--- src/rtl/soc_config_regs.sv ---
// SoC configuration registers on APB3: build info, boot address, scratch bank and a
// per-core boot sequencer that raises fetch_enable_o a programmable delay after start.
module soc_config_regs #(
  parameter int unsigned APB_ADDR_WIDTH    = 12,
  parameter int unsigned N_CORES           = 1,
  parameter int unsigned NUM_SCRATCH       = 4,
  parameter logic [31:0] BOOT_ADDR_DEFAULT = 32'h8000,
  parameter int unsigned DATA_RAM_SIZE     = 32768,
  parameter int unsigned INSTR_RAM_SIZE    = 32768,
  parameter int unsigned DELAY_WIDTH       = 8
) (
  input  logic                      clk,
  input  logic                      rst,
  input  logic                      PSEL,
  input  logic                      PENABLE,
  input  logic                      PWRITE,
  input  logic [APB_ADDR_WIDTH-1:0] PADDR,
  input  logic [31:0]               PWDATA,
  output logic [31:0]               PRDATA,
  output logic                      PREADY,
  output logic                      PSLVERR,
  input  logic                      fetch_en_i,
  output logic [31:0]               boot_addr_o,
  output logic [N_CORES-1:0]        fetch_enable_o
);

  localparam int unsigned ScratchN   = (NUM_SCRATCH > 0) ? NUM_SCRATCH : 1;
  localparam int unsigned ScrIdxW    = (ScratchN > 1) ? $clog2(ScratchN) : 1;
  localparam logic [15:0] DataKb     = 16'(DATA_RAM_SIZE / 1024);
  localparam logic [15:0] InstrKb    = 16'(INSTR_RAM_SIZE / 1024);
  localparam int unsigned IdxInfo    = 0;
  localparam int unsigned IdxBoot    = 1;
  localparam int unsigned IdxDelay   = 2;
  localparam int unsigned IdxCtrl    = 3;
  localparam int unsigned IdxStatus  = 4;
  localparam int unsigned IdxScratch = 16;

  typedef enum logic [1:0] {
    StIdle  = 2'd0,
    StDelay = 2'd1,
    StRun   = 2'd2
  } seq_state_e;

  seq_state_e             state_q [N_CORES];
  logic [DELAY_WIDTH-1:0] cnt_q   [N_CORES];
  logic [DELAY_WIDTH-1:0] delay_q;
  logic [29:0]            boot_q;
  logic [31:0]            scratch_q [ScratchN];
  logic                   fe_low_q, fe_low_prev_q;

  logic               access, wr, busy, fe_start, scratch_hit;
  logic [31:0]        widx;
  logic [ScrIdxW-1:0] sidx;
  logic [N_CORES-1:0] start, stop;
  logic [31:0]        status;
  logic               unused_paddr;

  assign access       = PSEL & PENABLE;
  assign wr           = access & PWRITE;
  assign widx         = 32'(PADDR[APB_ADDR_WIDTH-1:2]);
  assign sidx         = ScrIdxW'(widx - IdxScratch);
  assign scratch_hit  = (widx >= IdxScratch) && (widx < IdxScratch + NUM_SCRATCH);
  assign PREADY       = 1'b1;
  assign boot_addr_o  = {boot_q, 2'b00};
  assign unused_paddr = ^PADDR[1:0];

  // The pin is sampled inverted so both flops reset to 0 yet a pin held high through
  // reset reads as "no edge"; a start needs a low sample followed by a high one.
  assign fe_start = fe_low_prev_q & ~fe_low_q;

  always_comb begin
    status      = '0;
    status[7:0] = 8'(fetch_enable_o);
    busy        = 1'b0;
    for (int i = 0; i < N_CORES; i++) begin
      status[8 + 2*i +: 2] = state_q[i];
      if (state_q[i] != StIdle) busy = 1'b1;
    end
  end

  always_comb begin
    PRDATA  = '0;
    PSLVERR = 1'b0;
    if (access) begin
      case (widx)
        IdxInfo: begin
          PRDATA  = {DataKb, InstrKb};
          PSLVERR = PWRITE;
        end
        IdxBoot: begin
          PRDATA  = {boot_q, 2'b00};
          PSLVERR = PWRITE & busy;
        end
        IdxDelay: PRDATA = 32'(delay_q);
        IdxCtrl:  ;
        IdxStatus: begin
          PRDATA  = status;
          PSLVERR = PWRITE;
        end
        default: begin
          if (scratch_hit) PRDATA = scratch_q[sidx];
          else             PSLVERR = 1'b1;
        end
      endcase
    end
  end

  always_comb begin
    start = '0;
    stop  = '0;
    if (wr && widx == IdxCtrl) begin
      start = PWDATA[N_CORES-1:0];
      stop  = PWDATA[8 +: N_CORES];
    end
    start[0] = start[0] | fe_start;
  end

  always_ff @(posedge clk or posedge rst) begin
    if (rst) begin
      boot_q        <= BOOT_ADDR_DEFAULT[31:2];
      delay_q       <= '0;
      fe_low_q      <= 1'b0;
      fe_low_prev_q <= 1'b0;
      for (int i = 0; i < ScratchN; i++) scratch_q[i] <= '0;
    end else begin
      fe_low_q      <= ~fetch_en_i;
      fe_low_prev_q <= fe_low_q;
      if (wr && !PSLVERR) begin
        if (widx == IdxBoot)  boot_q  <= PWDATA[31:2];
        if (widx == IdxDelay) delay_q <= PWDATA[DELAY_WIDTH-1:0];
        if (scratch_hit)      scratch_q[sidx] <= PWDATA;
      end
    end
  end

  // Boot sequencers; stop has priority over start, including a pin-driven start.
  always_ff @(posedge clk or posedge rst) begin
    if (rst) begin
      fetch_enable_o <= '0;
      for (int i = 0; i < N_CORES; i++) begin
        state_q[i] <= StIdle;
        cnt_q[i]   <= '0;
      end
    end else begin
      for (int i = 0; i < N_CORES; i++) begin
        if (stop[i]) begin
          state_q[i]        <= StIdle;
          cnt_q[i]          <= '0;
          fetch_enable_o[i] <= 1'b0;
        end else begin
          unique case (state_q[i])
            StIdle: begin
              if (start[i]) begin
                state_q[i] <= StDelay;
                cnt_q[i]   <= delay_q;
              end
            end
            StDelay: begin
              if (cnt_q[i] == '0) begin
                state_q[i]        <= StRun;
                fetch_enable_o[i] <= 1'b1;
              end else begin
                cnt_q[i] <= cnt_q[i] - DELAY_WIDTH'(1);
              end
            end
            StRun: ;
            default: begin
              state_q[i]        <= StIdle;
              fetch_enable_o[i] <= 1'b0;
            end
          endcase
        end
      end
    end
  end

endmodule

--- config.mk ---
export PLATFORM = sky130hd
export DESIGN_NAME = soc_config_regs
export DESIGN_NICKNAME = d
export VERILOG_FILES = /design/src/rtl/soc_config_regs.sv
export SDC_FILE = /design/constraint.sdc
export NUM_CORES = 1
export LEC_CHECK = 0
export ABC_CLOCK_PERIOD_IN_PS = 5400
export BUFFER_PORTS_ARGS = -buffer_cell sky130_fd_sc_hd__buf_4
export CAP_MARGIN = 20
export CORE_ASPECT_RATIO = 0.8
export CORE_MARGIN = 3
export CORE_UTILIZATION = 40
export CTS_BUF_LIST = sky130_fd_sc_hd__clkbuf_4
export CTS_CLUSTER_DIAMETER = 30
export DETAILED_ROUTE_END_ITERATION = 16
export PLACE_DENSITY = 0.61
export SYNTH_ARGS = -nofsm -noshare
export SYNTH_HDL_FRONTEND = slang
export SYNTH_SLANG_ARGS = --single-unit
--- constraint.sdc ---
create_clock -name clk -period 5.4 [get_ports clk]
set_clock_uncertainty 0.05 [all_clocks]
set_input_delay 0 -clock clk [delete_from_list [all_inputs] [get_ports clk]]
set_output_delay 0 -clock clk [all_outputs]
set_load 0.01 [all_outputs]
==> results of run 1 <==
==> routing by layer <==
layer / share of wire, % / GRT usage (%) / routed length [um]
met1: 47 / 27.55 / 10070
met2: 46 / 31.01 / 9948
met3: 5.1 / 4.434 / 1098
met4: 1.6 / 5.225 / 339
met5: 0 / 0 / 0
==> cells in the final DEF (no fill, tap or decap), drive strengths merged, types with 4 or more instances in the layout <==
cell / n
nand2b: 6
inv: 9
bufinv: 7
o2bb2ai: 7
or4: 6
nand3: 12
nor2: 31
or3: 6
mux4: 32
a22oi: 27
clkinv: 4
dfrtp: 178
nor3: 13
clkinvlp: 4
nand2: 17
clkbuf: 17
mux2: 163
a21oi: 18
buf: 122
nor4: 5
o21ai: 10
dlygate4sd3: 42
==> per-stage QoR <==
stage                     power, W  area (um^2)  util (%)
after global routing      0.002948        10280     50.87
after CTS                 0.002831        10280     50.87
after global placement    0.001820         9467     46.86
after detailed placement  0.001834         9467     46.86
after floorplan           0.001708         8391         -
final                     0.002811        10280     50.87
==> worst max path at each step <==
stage / slack (ns) / cells after the start / to
finish: 2.08 / 9 / PRDATA[9]
global route: 1.98 / 9 / PRDATA[9]
CTS: 2.09 / 9 / PRDATA[9]
detailed placement: 2.66 / 8 / PRDATA[9]
global placement: 2.70 / 8 / PRDATA[9]
floorplan: 0.49 / 1 / boot_q[0]
==> report_power, final <==
group / total [W] / switching (W) / internal [W] / leakage, nW
clock: 0.000969 / 0.000467 / 0.000503 / 0.189
sequential: 0.00142 / 0.0000417 / 0.00138 / 2.48
combinational: 0.000420 / 0.000254 / 0.000166 / 2.27
==> kinds of logic (layout without fill, tap and decap cells) <==
family	Yosys count	after routing
AO/OA/AOI/OAI	74	74
adder cells (fa/ha/maj)	2	2
buffers and inverters	52	205
flip-flops	179	179
multiplexers	195	195
other	2	3
AND/OR/NAND/NOR	107	107
==> registers in the layout (all words and copies together) (netlist names) <==
name / flops
fetch_enable_o: 1
state_q: 2
boot_q: 30
cnt_q: 8
delay_q: 8
scratch_q: 128
fe_low_prev_q: 1
fe_low_q: 1
==> critical path, cell delays in order <==
cell and delay, ns:
dlygate4sd3_1 0.54, buf_4 0.14, or4_4 0.57, or3_1 0.40
nor3b_4 0.68, buf_4 0.42, a22oi_1 0.12, a21oi_1 0.22
buf_4 0.17
==> layout make-up <==
cell class | instances | area [um^2]
Multi-Input combinational cell | 381 | 3701
Clock inverter | 15 | 261.5
Tap cell | 264 | 330.3
Timing Repair Buffer | 164 | 1336
Fill cell | 1732 | 9926
Inverter | 9 | 38.79
Sequential cell | 179 | 4481
Clock buffer | 17 | 127.6
==> impl_results.md, run 1 <==
- P&R area growth vs syn: 22.53%
- Gr usage total: 19.59%
- First-pass DRT Iterations: 5
- Largest family of logic cells by synthesized area: multiplexers
- Worst reg-to-reg setup slack: 3.03 ns
- Asr flop ratio synth: 100.0%
- Clock-pin slew on the worst setup and hold paths: 0.14 ns
- Synth cell count leaders: dfrtp_1 (178), mux2_2 (161), mux4_2 (32)
- Post-Synthesis Cells: 611
- Final hold slack: 0.05771 ns
- Post-DP HPWL: 13460 um
- Avg Inst Size Synth: 13.73 um^2
- Post-cts sizing count: 0
- Hold EP: fe_low_q
- H-tree levels: 4
- Period Utilization, post-route: 61.54%
- Skew-Pair Late Insertion Delay: 0.56 ns
- Post-CTS Setup Bufs: 0
- Share of layout cells above drive strength 1: 46.80%
- Netlist Area Pre-Place: 0.008387 mm^2
- Initial antenna violation count: 0
- Yosys cell types: 45
- Drt drc: 0
- Die ar.: 0.02275 mm^2
- Post-Synth Adder-Cell Area: 0.2984%
- Post-synth top area share: 53.11%
- VDD IR max: 0.1569 mV
- Hold path start: fetch_en_i
- Vias in the first global route: 6117
- Cells on worst reg2reg path: 7
- RSZ-0062 raised after global routing: no
- CP Launch Type: primary input
- Top cells by area, synth: dfrtp_1 (53%), mux2_2 (22%), mux4_2 (8.6%), a22oi_1 (2.4%), nor2_1 (1.4%)
- GR Overflow Total: 0
- Reg2reg end: cnt_q[5]
- Seq/Total Area, Yosys: 53.42%
- Total CTS buffers: 17
- Synthesis-stage register bit count: 179
- CTS tree: yes
- IO Port Bufs: 111
- CP required: 5.35 ns
- RD Place Congestion: 0.8383
- Worst R2R Start: cnt_q[0]
- P per Cell Area: 273.5 mW/mm^2
- Top-count cell post-synth: dfrtp_1
- WP data arrival: 3.27 ns
- Worst-Margin Slew: 0.9231 ns
- Max Slew Vio Count: 0
- Simple logic cell fraction of the synthesized area: 6.758%
- Vias per cell: 5.595
- Multiplexer share of the synthesized area: 30.48%
- Routed WL per cell: 20.86 um
- Final setup viols: 0
- Initial Util: 41.51%
- Max Freq: 300.9 MHz
- CP Launch Point: PADDR[11]
- Non-Filler Instances: 1029
- Critical Path End Type: primary output
- Final WS setup: 2.077 ns
- Floorplan core area: 0.02020 mm^2
- # IOs: 117
- Detailed Route Iter0 Violations: 436
- Relative slew margins: 37.68%
- Post-synth EDFFs: 0
- Min Tclk post-route: 3.323 ns
- N_diodes: 0
- Clock buffer depth: 2
- Worst hold path class: primary input to flop
- Min-Delay Path Depth: 3
- Inst Count DP: 955
- Leading area contributor after synthesis: dfrtp_1
- Final-stage net count: 804
- Setup Crit Path Kind: primary input to primary output
- Die Y: 135.5 um
- First-pass GRT wire length: 34580 um
- Synth Area in Compound Gates: 6.221%
- Leak pwr: 4.944 nW
- Synth Warn #: 0
- Sink Count: 179
- Total Routed Length: 21460 um
- Hold Buf Count CTS: 42
- Crit-path max FO: 18
- Root Buffer Master: clkbuf_4
- Row count: 46
- Vias: 5757
- Final hold violation count: 0
- Pre-CTS setup slack: 2.660 ns
- Max Cap Violations: 0
- Ys flop type: dfrtp_1
- Die Wd: 167.9 um
- Pin count of the biggest net entering global routing: 86
- Setup_tns: 0 ns
- Xor and xnor area share after synthesis: 0%
- Outcome: finished clean
- Routed Antenna Nets: 0
(Power assumes the default switching activity.)
==> run 2: changes to the inputs <==
Settings changed: ABC_CLOCK_PERIOD_IN_PS 5400 to 3200.
Clock period 5.4 ns to 3.2 ns, I/O delays scaled along.
==> impl_results.md, run 2 (synthesis gave the netlist of run 1 again) <==
- Post-CTS Setup Bufs: 0 (unchanged)
- Post-DP HPWL: 13320 um (was 13460 um)
- Clock buffer depth: 2 (unchanged)
- Final setup viols: 0 (unchanged)
- Max Cap Violations: 0 (unchanged)
- P&R area growth vs syn: 22.18% (was 22.53%)
- Routed Antenna Nets: 0 (unchanged)
- CP Launch Type: primary input (unchanged)
- RSZ-0062 raised after global routing: no (unchanged)
- Total Routed Length: 21470 um (was 21460 um)
- GR Overflow Total: 0 (unchanged)
- Die Y: 135.5 um (unchanged)
- Area after DPL: 0.009509 mm^2 (was 0.009467 mm^2)
- Relative slew margins: 31.62% (was 37.68%)
- Row count: 46 (unchanged)
- RD Place Congestion: 0.8464 (was 0.8383)
- Commonest non-fill, non-tap cells in the layout: dfrtp_1 (178), mux2_2 (161), buf_4 (119) (was dfrtp_1 (178), mux2_2 (161), buf_4 (122))
- Worst hold path class: primary input to flop (unchanged)
- Pre-CTS setup slack: 0.8280 ns (was 2.660 ns)
- Slowest-stage cell, CP: or4_4 (was nor3b_4)
- Critical Path End Type: primary output (unchanged)
- Total CTS buffers: 17 (unchanged)
- Gr usage total: 19.62% (was 19.59%)
- Sink Count: 179 (unchanged)
- P per Cell Area: 435.7 mW/mm^2 (was 273.5 mW/mm^2)
- Vias: 5800 (was 5757)
- Floorplan core area: 0.02020 mm^2 (unchanged)
- Max Freq: 348.7 MHz
- Fin area: 0.01025 mm^2 (was 0.01028 mm^2)
- Clock-pin slew on the worst setup and hold paths: 0.15 ns (was 0.14 ns)
- Leak pwr: 4.941 nW (was 4.944 nW)
- Initial Util: 41.51% (unchanged)
- Detailed Route Iter0 Violations: 349 (was 436)
- Share of layout cells above drive strength 1: 47.52% (was 46.80%)
- Min Tclk post-route: 2.868 ns
- Reg with most FFs: scratch_q (unchanged)
- Final hold violation count: 0 (unchanged)
- Pin count of the biggest net entering global routing: 68 (was 86)
- Vias per cell: 5.626 (was 5.595)
- Final-stage net count: 805 (was 804)
- Crit-path max FO: 30 (was 18)
- Outcome: finished clean (unchanged)
- Post-Route Utilization: 50.72% (was 50.87%)
- Root Buffer Master: clkbuf_4 (unchanged)
- H-tree levels: 4 (unchanged)
- Final hold slack: 0.08268 ns (was 0.05771 ns)
- CP required: 3.15 ns (was 5.35 ns)
- Initial antenna violation count: 0 (unchanged)
- Largest regs: scratch_q x128, boot_q x30 (unchanged)
- WP data arrival: 2.82 ns (was 3.27 ns)
- # IOs: 117 (unchanged)
- Worst-Margin Slew: 1.026 ns (was 0.9231 ns)
- First-pass DRT Iterations: 5 (unchanged)
- Max incr delay on CP: 0.58 ns (was 0.68 ns)
- Die ar.: 0.02275 mm^2 (unchanged)
- IO Port Bufs: 111 (unchanged)
- Die Wd: 167.9 um (unchanged)
- Routed WL per cell: 20.82 um (was 20.86 um)
- Final WS setup: 0.3319 ns (was 2.077 ns)
- Most common cell after layout, fill and taps aside: dfrtp_1 (unchanged)
- Cell Chain, Critical Path: dlygate4sd3_1 -> buf_4 -> or4_4 -> or3_1 -> nor3b_4 -> buf_4 -> a22oi_1 -> a21oi_1 -> buf_4 (unchanged)
- Max reg flops: 128 (unchanged)
- Setup_tns: 0 ns (unchanged)
- Drt drc: 0 (unchanged)
- Period Utilization, post-route: 89.63%
- Max Slew Vio Count: 0 (unchanged)
- VDD IR max: 0.3155 mV (was 0.1569 mV)
- Worst path most repeated cell: buf_4 (unchanged)
- CTS tree: yes (unchanged)
- Setup Crit Path Kind: primary input to primary output (unchanged)
- Vias in the first global route: 6201 (was 6117)
- First-pass GRT wire length: 34660 um (was 34580 um)
- Skew-Pair Late Insertion Delay: 0.59 ns (was 0.56 ns)
## run 2: cell count changes in the layout (fill, tap and decap cells not counted)
cell        change
buf_4           -3
diode_2         +1
clkinv_2        -1
nand2_1         -1
clkinv_4        +1
inv_6           +8
buf_12          +4
or3_2           +3
clkinv_1        -1
nand2_2         +1
clkinvlp_4      -2
bufinv_16       -5
or3_1           -3
## run 2: area by class of cell
| class | count | area, um^2 |
|---|---|---|
| flip-flops and latches | 179 | 4481 |
| clock inverters | 15 | 167.7 |
| inverters | 9 | 37.54 |
| repair buffers | 165 | 1394 |
| diodes | 1 | 2.502 |
| well taps | 264 | 330.3 |
| clock buffers | 17 | 127.6 |
| multi-input cells | 381 | 3707 |
| fillers | 1733 | 9955 |
## run 2: power breakdown
group	switching, W	total (W)	internal, W
Clock	0.000854	0.00134	0.000487
Combinational	0.000438	0.000725	0.000288
Sequential	0.0000707	0.00240	0.00233
## run 2: final timing paths
path	to	slack [ns]	from	cells after the start
worst max register to register	cnt_q[3]	0.80	cnt_q[0]	7
worst max-delay path	PRDATA[9]	0.33	PADDR[11]	9
max in group asynchronous	scratch_q[67]	1.84	rst	5
worst min-delay path	state_q[1]	0.08	PADDR[5]	4
worst min register to register	fe_low_prev_q	0.37	fe_low_q	0
min in group asynchronous	scratch_q[72]	0.51	rst	4
## run 2: through the flow
step                std cells  total power [W]
floorplan                 612         0.002883
global placement          955         0.003091
detailed placement        955         0.003105
CTS                      1027         0.004494
global route             1030         0.004699
finish                   1031         0.004465
## run 2: what timing repair did
action                                 CTS  global route
gates resized for setup                  0             0
endpoints found under the hold margin  222            18
hold buffers                            40             2
## run 2: worst max-delay path: cells and delay by family
kind                   cells  cell delay (ns)
AND/OR/NAND/NOR            3             1.16
AO/OA/AOI/OAI              2             0.37
buffers and inverters      4             1.28
## run 2: layer usage
metal / GRT usage [%] / part of all wire [%] / wire length [um]
met3: 4.842 / 5.3 / 1146
met4: 5.861 / 2.0 / 427
met1: 27.28 / 47 / 10040
met5: 0 / 0 / 0
met2: 30.79 / 46 / 9855
